### config.mk
export PLATFORM = sky130hd
export DESIGN_NAME = btn_debounce_oneshot
export DESIGN_NICKNAME = d
export VERILOG_FILES = /design/src/rtl/btn_debounce_oneshot.sv
export SDC_FILE = /design/constraint.sdc
export NUM_CORES = 1
export LEC_CHECK = 0
export CAP_MARGIN = 25
export CORE_UTILIZATION = 45
export CTS_BUF_LIST = sky130_fd_sc_hd__clkbuf_4 sky130_fd_sc_hd__clkbuf_8
export DETAILED_ROUTE_END_ITERATION = 16
export PLACE_DENSITY = 0.63
export SKIP_CTS_REPAIR_TIMING = 1
export SKIP_LAST_GASP = 1
export SLEW_MARGIN = 20
export SYNTH_ARGS = -nofsm -noshare
export SYNTH_HDL_FRONTEND = slang
export SYNTH_SLANG_ARGS = --single-unit
### constraint.sdc
create_clock -name CLK -period 5.6 [get_ports CLK]
set_input_delay 1.12 -clock CLK [delete_from_list [all_inputs] [get_ports CLK]]
set_output_delay 1.12 -clock CLK [all_outputs]
set_load 0.02 [all_outputs]
### src/rtl/btn_debounce_oneshot.sv
// Push-button input stage: synchronizes a raw pin, debounces it and emits one-shot
// press / long-press pulses, a debounced level and a wrapping press counter.
module btn_debounce_oneshot #(
  parameter int DEBOUNCE_CYCLES = 1000000,
  parameter int LONG_CYCLES     = 50000000,
  parameter int ACTIVE_LOW      = 0
) (
  input  logic       CLK,
  input  logic       RESETn,
  input  logic       iExtBtn,
  output logic       oExtBtn,
  output logic       oLongBtn,
  output logic       oBtnLevel,
  output logic [7:0] oPressCnt
);

  localparam int DB_W   = $clog2(DEBOUNCE_CYCLES) + 1;
  localparam int HOLD_W = $clog2(LONG_CYCLES) + 1;

  localparam logic [DB_W-1:0]   DB_LAST   = DB_W'(DEBOUNCE_CYCLES - 1);
  localparam logic [DB_W-1:0]   DB_ONE    = DB_W'(1);
  localparam logic [DB_W-1:0]   DB_ZERO   = DB_W'(0);
  localparam logic [HOLD_W-1:0] HOLD_LAST = HOLD_W'(LONG_CYCLES - 1);
  localparam logic [HOLD_W-1:0] HOLD_ONE  = HOLD_W'(1);
  localparam logic [HOLD_W-1:0] HOLD_ZERO = HOLD_W'(0);
  // Pin value seen while the button is released
  localparam logic PIN_IDLE = (ACTIVE_LOW != 0) ? 1'b1 : 1'b0;

  typedef enum logic [1:0] {
    IDLE       = 2'd0,
    DB_PRESS   = 2'd1,
    HELD       = 2'd2,
    DB_RELEASE = 2'd3
  } state_t;

  logic                sync1_r;
  logic                sync2_r;
  logic                pressed_s;
  state_t              state_r;
  state_t              state_s;
  logic [DB_W-1:0]     dbcnt_r;
  logic [DB_W-1:0]     dbcnt_s;
  logic [HOLD_W-1:0]   holdcnt_r;
  logic [HOLD_W-1:0]   holdcnt_s;
  logic                long_fired_r;
  logic                long_fired_s;
  logic                ext_r;
  logic                ext_s;
  logic                long_r;
  logic                long_s;
  logic                level_r;
  logic                level_s;
  logic [7:0]          cnt_r;
  logic [7:0]          cnt_s;

  // Two-flop synchronizer, parked at the released pin value during reset
  always_ff @(posedge CLK or negedge RESETn) begin
    if (!RESETn) begin
      sync1_r <= PIN_IDLE;
      sync2_r <= PIN_IDLE;
    end else begin
      sync1_r <= iExtBtn;
      sync2_r <= sync1_r;
    end
  end

  assign pressed_s = sync2_r ^ PIN_IDLE;

  // Debounce FSM next-state and registered-output logic
  always_comb begin
    state_s      = state_r;
    dbcnt_s      = dbcnt_r;
    holdcnt_s    = holdcnt_r;
    long_fired_s = long_fired_r;
    ext_s        = 1'b0;
    long_s       = 1'b0;
    level_s      = level_r;
    cnt_s        = cnt_r;
    case (state_r)
      IDLE: begin
        if (pressed_s) begin
          state_s = DB_PRESS;
          dbcnt_s = DB_ZERO;
        end else begin
          state_s = IDLE;
        end
      end
      DB_PRESS: begin
        if (!pressed_s) begin
          state_s = IDLE;
        end else if (dbcnt_r == DB_LAST) begin
          state_s      = HELD;
          ext_s        = 1'b1;
          level_s      = 1'b1;
          cnt_s        = cnt_r + 8'd1;
          holdcnt_s    = HOLD_ZERO;
          long_fired_s = 1'b0;
        end else begin
          dbcnt_s = dbcnt_r + DB_ONE;
        end
      end
      HELD: begin
        if (!pressed_s) begin
          state_s = DB_RELEASE;
          dbcnt_s = DB_ZERO;
        end else begin
          if ((holdcnt_r == HOLD_LAST) && !long_fired_r) begin
            long_s       = 1'b1;
            long_fired_s = 1'b1;
          end else begin
            long_s = 1'b0;
          end
          // Saturate so the long pulse can only be armed once per press
          if (holdcnt_r < HOLD_LAST) begin
            holdcnt_s = holdcnt_r + HOLD_ONE;
          end else begin
            holdcnt_s = holdcnt_r;
          end
        end
      end
      DB_RELEASE: begin
        if (pressed_s) begin
          state_s = HELD;
        end else if (dbcnt_r == DB_LAST) begin
          state_s = IDLE;
          level_s = 1'b0;
        end else begin
          dbcnt_s = dbcnt_r + DB_ONE;
        end
      end
      default: begin
        state_s = IDLE;
      end
    endcase
  end

  // State, counters and registered outputs
  always_ff @(posedge CLK or negedge RESETn) begin
    if (!RESETn) begin
      state_r      <= IDLE;
      dbcnt_r      <= DB_ZERO;
      holdcnt_r    <= HOLD_ZERO;
      long_fired_r <= 1'b0;
      ext_r        <= 1'b0;
      long_r       <= 1'b0;
      level_r      <= 1'b0;
      cnt_r        <= 8'd0;
    end else begin
      state_r      <= state_s;
      dbcnt_r      <= dbcnt_s;
      holdcnt_r    <= holdcnt_s;
      long_fired_r <= long_fired_s;
      ext_r        <= ext_s;
      long_r       <= long_s;
      level_r      <= level_s;
      cnt_r        <= cnt_s;
    end
  end

  assign oExtBtn   = ext_r;
  assign oLongBtn  = long_r;
  assign oBtnLevel = level_r;
  assign oPressCnt = cnt_r;

endmodule

==> results.md <==
- CTS tree: built
- Clk Latency, worst-skew pair: 0.34 ns
- Global-route wire length before repair: 13.34 mm
- Design area: 3896 um^2
- Setup crit start kind: flop
- Unrepaired setup endpoints after global routing: false
- Top post-synthesis cells by area: dfrtp_1 (45%), a31oi_1 (6.4%), nand2_1 (4.5%)
- Top-count cell post-synth: dfrtp_1
- Initial Utilization: 47.76%
- Slew headroom: 36.83%
- Status: completed
- Count of cell types in the netlist: 59
- Detailed-route DRC error count: 0
- #FFs+latches synth: 64
- Die width: 90.68 um
- Post-Synthesis Cells: 370
- Worst-margin pin slew: 0.9475 ns
- Initial DRC count: 121
- Post-DP HPWL: 5.010 mm
- VDD IR max: 0.0001582 V
- Core Region: 7408 um^2
- CTS Buffer Depth: 2
- Sequential element share of the synthesized area: 45.26%
- Overflow after GRT: 0
- Endpoints failing hold: 0
- Setup TNS: 0 ns
- Maximum clock rate: 338.3 MHz
- Vias in the first global route: 2,780
- Routed WL per cell: 16.04 um
- Placement Cell Area: 3670 um^2
- I/O pin total: 14
- Synth warn: 0
- Port bufs: 13
- Htree depth: 3
- Syn Area/Cell: 9.563 um^2
- Yosys top cell by area: dfrtp_1
- Overall power: 0.9546 mW
- Area Growth Syn to Fin: 10.11%
- Worst Hold Class: flop to flop
- Worst Path Class, Setup: flop to flop
- Clk sinks: 64
- Post-synth top cells: dfrtp_1 (64), nand2_1 (42), a31oi_1 (36)
- Net count after synthesis: 376
- Reg clk slew, reported paths: 0.08 ns
- Largest net degree at the start of global routing: 65
- Top cell type's share of synthesized area: 45.26%
- Post-Syn Area: 3538 um^2
- Final Max Slew Viols: 0
- Final Skew: 0.01009 ns
- CP Max Fanout: 24
- Worst path arrival time: 3.23 ns
- Minimum clock period: 2.956 ns
- Post-synth EDFFs: 0
- Gr usage total: 20.04%
- CP required: 5.87 ns
- Share of cells above drive strength 1: 9.162%
- Final #Nets: 383
- Synth Flop Type: dfrtp_1
- Routed wire length: 7.715 mm
- Core Util, Final: 52.59%
- Hold_ws: 0.3546 ns
- Vias: 2,941
- FFs w/ async S/R, synth: 100.0%
- TritonCTS buffer count: 9
- Via/cell ratio: 6.114
- Pwr dens: 245.0 nW/um^2
- Ant diodes: 0
- Leak: 1.612 nW
- Final period util: 52.78%
- Root Driver: clkbuf_8
- Max-cap violations: 0
- Crit. End Element: flop
- Die height: 90.68 um
- Final setup vio count: 0
- Initial antenna violation count: 0
- Row count: 31
- Detail Route Antenna Nets: 0
- Die area: 8222 um^2
- Drt first pass iters: 4
- Final Wtd Congestion: 0.8346
## through the flow
step | instances | setup slack (ns)
after detailed placement | 465 | 2.654
final | 481 | 2.644
after floorplan | 370 | 3.092
after global placement | 465 | 2.725
after CTS | 481 | 2.644
after global routing | 481 | 2.441
## registers in the layout, indices dropped and copies added, names as in the netlist, named ones only
signal and count:
oPressCnt 8, sync1_r 1, oExtBtn 1, dbcnt_r 21, holdcnt_r 27, long_fired_r 1, oLongBtn 1, pressed_s 1
oBtnLevel 1, state_r 1
## path summary, 6_finish.rpt
kind,from,end,slack (ns),cells past startpoint
max,dbcnt_r[13],dbcnt_r[18],2.64,6
min,sync1_r,pressed_s,0.35,0
max reg2reg,dbcnt_r[13],dbcnt_r[18],2.64,6
min reg2reg,sync1_r,pressed_s,0.35,0
max in group asynchronous,RESETn,holdcnt_r[14],4.11,2
min in group asynchronous,RESETn,holdcnt_r[19],0.94,2
## final cells by class
class	instances	area, um^2
Clock buffer	9	123.9
Fill cell	686	3512
Clock inverter	7	102.6
Timing Repair Buffer	15	140.1
Sequential cell	64	1602
Tap cell	99	123.9
Multi-Input combinational cell	280	1778
Inverter	7	26.28
## placed cells by master (no fill, tap or decap), types with 12 or more instances in the layout
master	n
a21oi_1	12
a31oi_1	36
and3_1	12
clkdlybuf4s50_1	12
dfrtp_1	64
nand2_1	42
nand3_1	18
nand4_1	16
nor2_1	14
o21ai_0	13
## routing by layer
layer	routed length (um)	up-vias	GRT usage (%)
met5	0	-	0
met4	99	0	7.392
met3	288	12	4.209
met2	3724	62	32.20
met1	3603	1442	26.60
li1	-	1425	-
## critical path, cell delays in order, from the launching register on
cell,delay [ns]
dfrtp_1,0.45
or4b_4,0.58
or4_4,0.60
o21ai_2,0.71
inv_2,0.19
nand4_1,0.17
mux2i_1,0.19
## cells by family (layout without fill, tap and decap cells)
kind of cell | count (synthesis) | in the layout | synth area share [%]
AND/OR/NAND/NOR | 166 | 166 | 26.66
XOR/XNOR | 9 | 9 | 2.228
buffers and inverters | 26 | 38 | 4.490
AO/OA/AOI/OAI | 92 | 92 | 17.43
adder cells (fa/ha/maj) | 3 | 3 | 1.061
multiplexers | 10 | 10 | 2.864
flip-flops | 64 | 64 | 45.26
## where the power goes
part	internal [mW]	switching [mW]	total [mW]
Combinational	0.00835	0.0210	0.0293
Sequential	0.467	0.00758	0.475
Clock	0.256	0.195	0.451
Total	0.731	0.223	0.955
No activity file was read; power rests on OpenSTA's default activity.
